`config.mk`:
```
export PLATFORM = sky130hd
export DESIGN_NAME = motor_pwm_driver
export DESIGN_NICKNAME = d
export VERILOG_FILES = /design/src/rtl/motor_pwm_driver.sv
export SDC_FILE = /design/constraint.sdc
export NUM_CORES = 1
export LEC_CHECK = 0
export ABC_AREA = 1
export CAP_MARGIN = 20
export CORE_MARGIN = 1
export CORE_UTILIZATION = 55
export DETAILED_ROUTE_END_ITERATION = 6
export GPL_TIMING_DRIVEN = 1
export PLACE_DENSITY = 0.86
export SKIP_CTS_REPAIR_TIMING = 1
export SLEW_MARGIN = 15
export SYNTH_ARGS = -nofsm -noshare
export SYNTH_HDL_FRONTEND = slang
export SYNTH_SLANG_ARGS = --single-unit
```
`constraint.sdc`:
```
create_clock -name clk -period 5.8 [get_ports clk]
set_input_delay 0.87 -clock clk [delete_from_list [all_inputs] [get_ports clk]]
set_output_delay 0.87 -clock clk [all_outputs]
set_load 0.05 [all_outputs]
```
`src/rtl/motor_pwm_driver.sv`:
```
// Dual H-bridge PWM driver with period-aligned shadow registers and coast dead-time on reversal.
// Optional soft-start duty ramp is enabled by defining MOTOR_PWM_RAMP_EN.
module motor_pwm_driver #(
  parameter logic [11:0] PWM_TOP      = 12'h999,
  parameter int unsigned DEAD_PERIODS = 4,
  parameter logic [11:0] RAMP_STEP    = 12'h040
) (
  input  logic        clk,
  input  logic        rst_n,
  input  logic [1:0]  directie_driverA,
  input  logic [1:0]  directie_driverB,
  input  logic [11:0] factor_dc_driverA,
  input  logic [11:0] factor_dc_driverB,
  output logic [1:0]  in_a,
  output logic [1:0]  in_b,
  output logic        pwm_a,
  output logic        pwm_b,
  output logic        period_start,
  output logic        dead_a,
  output logic        dead_b
);

  localparam int DCW = (DEAD_PERIODS < 2) ? 1 : $clog2(DEAD_PERIODS + 1);
  localparam logic [DCW-1:0] DEAD_LOAD = DCW'(DEAD_PERIODS);
`ifdef MOTOR_PWM_RAMP_EN
  localparam bit RAMP_EN = 1'b1;
`else
  localparam bit RAMP_EN = 1'b0;
`endif
  // A step of PWM_TOP saturates to the target in one boundary, i.e. no ramp.
  localparam logic [11:0] STEP = RAMP_EN ? RAMP_STEP : PWM_TOP;

  typedef enum logic [1:0] {S_IDLE, S_RUN, S_DEAD, S_BRAKE} state_t;

  logic [11:0] cnt_q;
  logic        period_start_q;
  logic        boundary;

  assign boundary = (cnt_q == 12'd0);

  always_ff @(posedge clk or negedge rst_n) begin
    if (!rst_n) begin
      cnt_q          <= 12'd0;
      period_start_q <= 1'b0;
    end else begin
      cnt_q          <= (cnt_q == PWM_TOP - 12'd1) ? 12'd0 : cnt_q + 12'd1;
      period_start_q <= boundary;
    end
  end

  logic [1:0][1:0]  dir_req;
  logic [1:0][11:0] duty_req;
  logic [1:0][1:0]  pin;
  logic [1:0]       pwm;
  logic [1:0]       dead;

  assign dir_req  = {directie_driverB, directie_driverA};
  assign duty_req = {factor_dc_driverB, factor_dc_driverA};

  generate
    for (genvar gi = 0; gi < 2; gi++) begin : g_ch
      state_t         state_q, state_d;
      logic [1:0]     dir_q, dir_d, pend_q, pend_d;
      logic [DCW-1:0] dcnt_q, dcnt_d;
      logic [11:0]    duty_q, duty_d, target;
      logic [12:0]    ramp_sum;
      logic           drive;
      logic [1:0]     pin_q, pin_d;
      logic           pwm_q, pwm_d, dead_q, dead_d;

      assign drive  = (dir_req[gi] == 2'b10) || (dir_req[gi] == 2'b01);
      assign target = (duty_req[gi] > PWM_TOP) ? PWM_TOP : duty_req[gi];

      always_comb begin
        state_d  = state_q;
        dir_d    = dir_q;
        pend_d   = pend_q;
        dcnt_d   = dcnt_q;
        duty_d   = duty_q;
        ramp_sum = 13'd0;
        if (boundary) begin
          unique case (state_q)
            S_RUN: begin
              if (!drive) begin
                state_d = S_BRAKE;
              end else if (dir_req[gi] != dir_q) begin
                state_d = S_DEAD;
                dcnt_d  = DEAD_LOAD;
                pend_d  = dir_req[gi];
              end
            end
            S_DEAD: begin
              if (!drive) begin
                state_d = S_BRAKE;
                dcnt_d  = '0;
              end else begin
                pend_d = dir_req[gi];
                // The count was loaded at entry, so leaving at 1 gives DEAD_PERIODS full periods.
                if (dcnt_q <= DCW'(1)) begin
                  state_d = S_RUN;
                  dir_d   = pend_d;
                  dcnt_d  = '0;
                end else begin
                  dcnt_d = dcnt_q - DCW'(1);
                end
              end
            end
            default: begin
              if (drive) begin
                state_d = S_RUN;
                dir_d   = dir_req[gi];
              end else begin
                state_d = S_BRAKE;
              end
            end
          endcase
          ramp_sum = ((state_q == S_RUN && state_d == S_RUN) ? {1'b0, duty_q} : 13'd0)
                     + {1'b0, STEP};
          duty_d   = (state_d != S_RUN) ? 12'd0 :
                     (ramp_sum > {1'b0, target}) ? target : ramp_sum[11:0];
        end
      end

      always_comb begin
        pin_d  = 2'b00;
        pwm_d  = 1'b0;
        dead_d = (state_d == S_DEAD);
        if (state_d == S_RUN) begin
          pin_d = dir_d;
          pwm_d = (cnt_q < duty_d);
        end else if (state_d == S_BRAKE) begin
          pin_d = 2'b11;
          pwm_d = 1'b1;
        end
      end

      always_ff @(posedge clk or negedge rst_n) begin
        if (!rst_n) begin
          state_q <= S_IDLE;
          dir_q   <= 2'b00;
          pend_q  <= 2'b00;
          dcnt_q  <= '0;
          duty_q  <= 12'd0;
          pin_q   <= 2'b00;
          pwm_q   <= 1'b0;
          dead_q  <= 1'b0;
        end else begin
          state_q <= state_d;
          dir_q   <= dir_d;
          pend_q  <= pend_d;
          dcnt_q  <= dcnt_d;
          duty_q  <= duty_d;
          pin_q   <= pin_d;
          pwm_q   <= pwm_d;
          dead_q  <= dead_d;
        end
      end

      assign pin[gi]  = pin_q;
      assign pwm[gi]  = pwm_q;
      assign dead[gi] = dead_q;
    end
  endgenerate

  assign in_a         = pin[0];
  assign in_b         = pin[1];
  assign pwm_a        = pwm[0];
  assign pwm_b        = pwm[1];
  assign dead_a       = dead[0];
  assign dead_b       = dead[1];
  assign period_start = period_start_q;

endmodule
```
# [Yosys cells after proc, flatten, opt, wreduce, memory -nomap -nowiden]
# Index checks and enable logic that the tools add are counted.
[totals] memories=0 out_inout_bits=9 ramBits=0 latchBits=0 ff_bits=59 input_bits=30 mem_bits_ro=0
[classes] n_addsub=5 n_mul=0 n_mux=55 bitwise_logic=0 div_mod_pow=0 magnitude_cmp=8 n_shift=0 reduce_logical=9 n_eq_ne=25
[op_table] cell="12-bit 2-to-1 mux" n=11
[op_table] cell="2-bit 2-to-1 mux" n=26
[op_table] cell="12-bit by 12-bit adder with 13-bit output (second input constant)" n=2
[op_table] cell="13-bit by 12-bit > comparator with 1-bit output" n=2
[op_table] cell="12-bit > comparator (second input constant)" n=2
[op_table] cell="12-bit less-than comparator" n=2
[op_table] cell="3-bit 2-to-1 mux" n=8
[op_table] cell="2-bit by 1-bit == test with 1-bit output (second input constant)" n=8
[op_table] cell="2-bit == test (second input constant)" n=8
[op_table] cell="2-bit case mux with 2 select lines" n=4
[op_table] cell="12-bit by 1-bit adder with 12-bit output (second input constant)" n=1
[op_table] cell="12-bit == test (second input constant)" n=1
[op_table] cell="12-bit logical NOT" n=1
[op_table] cell="3-bit case mux with 2 select lines" n=2
[op_table] cell="2-bit != test (second input constant)" n=4
[op_table] cell="4-bit AND reduction" n=2
[op_table] cell="3-bit by 1-bit <= comparator with 1-bit output (second input constant)" n=2
[op_table] cell="3-bit by 1-bit subtractor with 3-bit output (second input constant)" n=2
[op_table] cell="1-bit 2-to-1 mux" n=4
[op_table] cell="2-bit by 1-bit != test with 1-bit output (second input constant)" n=2
[op_table] cell="2-bit != test" n=2
[op_table] cell="2-bit nonzero test" n=2
[op_table] cell="1-bit logical AND" n=2
[op_table] cell="1-bit logical OR" n=2

# [Longest topological paths before layout]
[depth] ltp_word=15 depth_mapped=42

# [Least setup slack after synthesis]
# No wires, ideal clock.
[synth_timing] path_type="input-to-reg" from="in directie_driverA[0]" to="reg g_ch[0].pwm_q, in the netlist pwm_a" path_stages=35 required_ns=5.684 path_slack_ns=0.905 setup_time_ns=0.116 arrival_time_ns=4.779 path_buffers=2 cell_sequence="xnor2_1 -> nand3_1 -> nand3_1 -> nand2_2 -> nor2_4 -> inv_2 -> nor2_1 -> ha_1 -> nand3_1 -> a31oi_1 -> inv_1 -> o21ai_0 -> inv_1 -> ha_1 -> a21oi_1 -> nor3_1 -> nor3_1 -> nand2_1 -> nand2_1 -> nand2_1 -> a21oi_1 -> nor2_1 -> nor2_2 -> nand2_2 -> buf_6 -> buf_8 -> nand2_1 -> a31oi_2 -> ha_1 -> nand2_1 -> o21a_1 -> o211ai_1 -> nor2_1 -> nand2_1 -> nand2_1"
[synth_between] elab_chain_cells=15
[synth_rtl] element="from (decl)" line_no="10" source="input logic [1:0] directie_driverA,"
[synth_rtl] element="2-bit != test (tied with other cells)" line_no="86" source="end else if (dir_req[gi] != dir_q) begin"
[synth_rtl] element="2-bit 2-to-1 mux / 1-bit logical OR (equally long branches)" line_no="86, 71"
[synth_rtl] element="2-bit 2-to-1 mux (on tied branches)" line_no="84, 109, 93"
[synth_rtl] element="2-bit case mux with 2 select lines (*)" line_no="82" source="unique case (state_q)"
[synth_rtl] element="2-bit 2-to-1 mux (*)" line_no="81" source="if (boundary) begin"
[synth_rtl] element="2-bit by 1-bit == test with 1-bit output" line_no="117" source="ramp_sum = ((state_q == S_RUN && state_d == S_RUN) ? {1'b0, duty_q} : 13'd0)"
[synth_rtl] element="1-bit logical AND" line_no="117"
[synth_rtl] element="12-bit 2-to-1 mux" line_no="117"
[synth_rtl] element="12-bit by 12-bit adder with 13-bit output" line_no="118" source="+ {1'b0, STEP};"
[synth_rtl] element="13-bit by 12-bit > comparator with 1-bit output" line_no="120" source="(ramp_sum > {1'b0, target}) ? target : ramp_sum[11:0];"
[synth_rtl] element="12-bit 2-to-1 mux" line_no="120"
[synth_rtl] element="12-bit 2-to-1 mux" line_no="119" source="duty_d = (state_d != S_RUN) ? 12'd0 :"
[synth_rtl] element="12-bit 2-to-1 mux" line_no="81"
[synth_rtl] element="12-bit less-than comparator" line_no="130" source="pwm_d = (cnt_q < duty_d);"
[synth_rtl] element="1-bit 2-to-1 mux (*)" line_no="128" source="if (state_d == S_RUN) begin"
[synth_rtl] element="net g_ch[0].pwm_d" line_no="69" source="logic pwm_q, pwm_d, dead_q, dead_d;"
[synth_rtl] element="to (signal assigned)" line_no="154" source="pwm_q <= pwm_d;"
[synth_rtl] element="to (decl)" line_no="69"
# The timed path passes the listed nets; every way through them passes the cells marked *. The select of a mux whose other input is x is not followed.
# A chain may end at the register's enable or synchronous reset.

# [Worst setup path in the final report]
[layout_timing] from="in directie_driverB[0]" to="reg g_ch[1].pwm_q, in the netlist pwm_b"
[layout_between] elab_chain_cells=15
[layout_rtl] element="from (decl)" line_no="11" source="input logic [1:0] directie_driverB,"
[layout_rtl] element="2-bit != test (tied with other cells)" line_no="86"
[layout_rtl] element="2-bit 2-to-1 mux / 1-bit logical OR (equally long branches)" line_no="86, 71"
[layout_rtl] element="2-bit 2-to-1 mux (on tied branches)" line_no="84, 109, 93"
[layout_rtl] element="2-bit case mux with 2 select lines (*)" line_no="82"
[layout_rtl] element="2-bit 2-to-1 mux (*)" line_no="81"
[layout_rtl] element="2-bit by 1-bit == test with 1-bit output" line_no="117"
[layout_rtl] element="1-bit logical AND" line_no="117"
[layout_rtl] element="12-bit 2-to-1 mux" line_no="117"
[layout_rtl] element="12-bit by 12-bit adder with 13-bit output" line_no="118"
[layout_rtl] element="13-bit by 12-bit > comparator with 1-bit output" line_no="120"
[layout_rtl] element="12-bit 2-to-1 mux" line_no="120"
[layout_rtl] element="12-bit 2-to-1 mux (*)" line_no="119"
[layout_rtl] element="12-bit 2-to-1 mux (*)" line_no="81"
[layout_rtl] element="net g_ch[1].duty_d[9]" line_no="65" source="logic [11:0] duty_q, duty_d, target;"
[layout_rtl] element="12-bit less-than comparator (*)" line_no="130"
[layout_rtl] element="1-bit 2-to-1 mux (*)" line_no="128"
[layout_rtl] element="net g_ch[1].pwm_d" line_no="69"
[layout_rtl] element="to (signal assigned)" line_no="154"
[layout_rtl] element="to (decl)" line_no="69"
# Marked as above.

==> results.py <==
metrics = {
    "synth": {
        "synth.avg_cell_area_um2": 7.07,
        "synth_top_cell_by_area": "dfrtp_1",
        "synth_edf_count": 0,
        "yosysTopAreaCellShare": 0.269,
        "synth_common_cells": "nand2_1 (166), inv_1 (138), nor2_1 (90)",
        "yosysSeqAreaShare": 0.269,
        "synthMostInstantiatedCell": "nand2_1",
        "syn_nets": 865,
        "ys_types": 53,
        "syn_inst": 777,
        "syn_area_um2": 5490,
        "synth_top_flop_cell": "dfrtp_1",
        "synth_area_leaders": "dfrtp_1 (27%), ha_1 (13%), nand2_1 (11%)",
        "ys_ff_latch": 59,
        "ys_warn_count": 0,
        "async_flop_share": 1.00,
    },
    "drt": {
        "route.detailed.drc": 0,
        "wl_um": 12700,
        "routedWlPerCell_um": 13.0,
        "dr.pass1.iters": 5,
        "drtIter0Drc": 365,
        "num_vias": 5186,
        "antenna_violating_nets_post_route": 0,
        "vias_per_cell": 5.34,
    },
    "power": {
        "p_per_area_nw_per_um2": 178,
        "peakVddDrop_v": 0.000171,
        "leakagePower_nw": 3.28,
    },
    "layout": {
        "diodes": 0,
        "fill_cells": 854,
        "syn2layout_area_growth_pct": 16.5,
        "stdcell_area_um2": 6390,
        "fin_nets": 922,
        "final_cells": 972,
        "layout-drive-gt1-share": 0.138,
    },
    "critical_path": {
        "critPathLaunchType": "input pin",
        "cp.arrival_ns": 5.70,
        "slowest_delay_ns": 0.51,
        "critPathCaptureType": "flip-flop",
        "critPathMostFrequentCell": "nand2_1",
        "crit_type": "input pin to flip-flop",
        "r2r_cells": 36,
        "crit_slowest_cell": "clkdlybuf4s50_1",
        "cp_data_required_time_ns": 6.07,
        "crit_fanout": 15,
    },
    "timing": {
        "worst_pin_slew_ns": 0.903,
        "hold_violations": 0,
        "clock_skew_ns": 0.0120,
        "slew_headroom": 0.397,
        "period_share": 0.935,
        "fmax_mhz": 184,
        "setup_tns_ns": 0,
        "post-route-min-period_ns": 5.43,
        "setup_viol": 0,
        "drv_slew": 0,
    },
    "clock_tree": {
        "cts.clk_slew.worst_paths_ns": 0.07,
        "cts_sinks": 59,
        "root_buffer": "clkbuf_8",
        "insertion_delay_ns": 0.34,
        "cts_buffers": 9,
        "cts_tree": "built",
        "cts_buffer_depth": 2,
        "htreeDepth": 3,
    },
    "global_route": {
        "grt_max_degree": 60,
        "grt_first_pass_wirelength_um": 21100,
        "grt.total_usage": 0.258,
        "grt_pass1_vias": 4848,
        "grt-ovfl-total": 0,
        "antenna_found_initial": 0,
    },
    "floorplan": {
        "ios": 39,
        "die-area_um2": 10400,
        "initial_utilization": 0.564,
        "die_w_um": 102,
        "core_area_um2": 9730,
        "rows": 36,
        "fp.dieH_um": 102,
    },
    "placed_design": {
        "place.gp.congestion": 0.869,
        "dpl_cell_area_um2": 6010,
        "portBuffers": 38,
        "dp_hpwl_um": 9550,
        "dp.cells": 947,
    },
    "job": {
        "cap_viol_max_count": 0,
    },
    "worst_hold_path": {
        "hold_path_class": "flip-flop to flip-flop",
        "hold_path_depth": 2,
    },
    "status": {
        "status": "complete, no violations",
    },
}
-- power breakdown --
| part | switching [W] | internal [W] | total [W] |
|---|---|---|---|
| sequential | 0.0000107 | 0.000427 | 0.000438 |
| clock | 0.000169 | 0.000298 | 0.000467 |
| combinational | 0.000146 | 0.0000895 | 0.000235 |
| total | 0.000326 | 0.000814 | 0.00114 |
-- routing by layer --
layer / vias to the layer above / share of wire / GRT usage
met5: - / 0 / 0
met3: 36 / 0.037 / 0.0376
met4: 0 / 0.028 / 0.0978
met1: 2388 / 0.43 / 0.306
met2: 147 / 0.50 / 0.473
li1: 2615 / - / -
-- sequential cells by signal (all words and copies together) (netlist names), 2 cells and up --
| register | flops |
|---|---|
| g_ch.dcnt_q | 6 |
| g_ch.dir_q | 4 |
| in_a | 2 |
| g_ch.state_q | 4 |
| in_b | 2 |
| cnt_q | 12 |
| g_ch.duty_q | 24 |
-- worst max-delay path, delay by kind of cell --
kind | cells | cell delay [ns]
XOR/XNOR | 2 | 0.45
adder cells (fa/ha/maj) | 3 | 0.80
AND/OR/NAND/NOR | 19 | 2.06
AO/OA/AOI/OAI | 4 | 0.53
buffers and inverters | 7 | 0.99
-- metrics by stage --
stage / util / hold WS [ns] / setup WS, ns / total power (W)
after floorplan: - / 0.473 / 0.905 / 0.000599
after global routing: 0.657 / 0.553 / -0.0270 / 0.00119
after CTS: 0.643 / 0.527 / 0.0848 / 0.00114
after global placement: 0.618 / 0.488 / -0.132 / 0.000665
final: 0.657 / 0.519 / 0.375 / 0.00114
after detailed placement: 0.618 / 0.509 / -0.241 / 0.000670
-- cell type report --
type,count,area (um^2),area share
multi-input combinational,555,3420,0.535
clock buffer,12,145,0.0227
sequential,59,1480,0.231
inverter,154,583,0.0912
tap,133,166,0.0260
clock inverter,4,97.6,0.0153
timing repair buffer,55,505,0.0790
-- path summary, 6_finish.rpt --
kind,from,slack (ns),endpoint
worst max-delay path,directie_driverB[0],0.37,pwm_b$_DFF_PN0_
worst min-delay path,g_ch[1].duty_q[0]$_DFF_PN0_,0.52,g_ch[1].duty_q[0]$_DFF_PN0_
worst max register to register,g_ch[1].state_q[1]$_DFF_PN0_,0.80,pwm_b$_DFF_PN0_
worst min register to register,g_ch[1].duty_q[0]$_DFF_PN0_,0.52,g_ch[1].duty_q[0]$_DFF_PN0_
max in group asynchronous,rst_n,4.62,in_a[0]$_DFF_PN0_
min in group asynchronous,rst_n,0.66,g_ch[1].duty_q[2]$_DFF_PN0_
-- logic make-up after synthesis --
family | count (synthesis) | share of synthesized area
AOI/OAI and AO/OA | 112 | 0.136
xor gates and xnor gates | 20 | 0.0333
adders and majority gates | 58 | 0.132
buffers and inverters | 164 | 0.122
DFF | 59 | 0.269
muxes | 1 | 0.00182
and+or+nand+nor | 363 | 0.306
-- cells in the final DEF, fill, tap and decap left out, types with 4 or more instances in the layout --
cell type	Yosys	routed
nand3_2	8	10
xnor2_1	10	9
o21ai_0	24	21
nand4_1	8	8
inv_1	138	138
buf_4	3	17
nor2_2	7	10
a31oi_2	11	13
nor3_1	15	15
clkbuf_8	0	10
o21ai_1	2	4
nor2_1	90	87
clkdlybuf4s50_1	0	36
o211ai_1	5	5
inv_2	15	15
a21oi_1	34	34
nor4_1	5	5
xor2_1	9	9
nand2_1	166	165
a31oi_1	11	9
nand3_1	34	32
dfrtp_1	59	59
nand2_2	13	13
ha_1	58	57
Power figures use the tool's default switching activity.
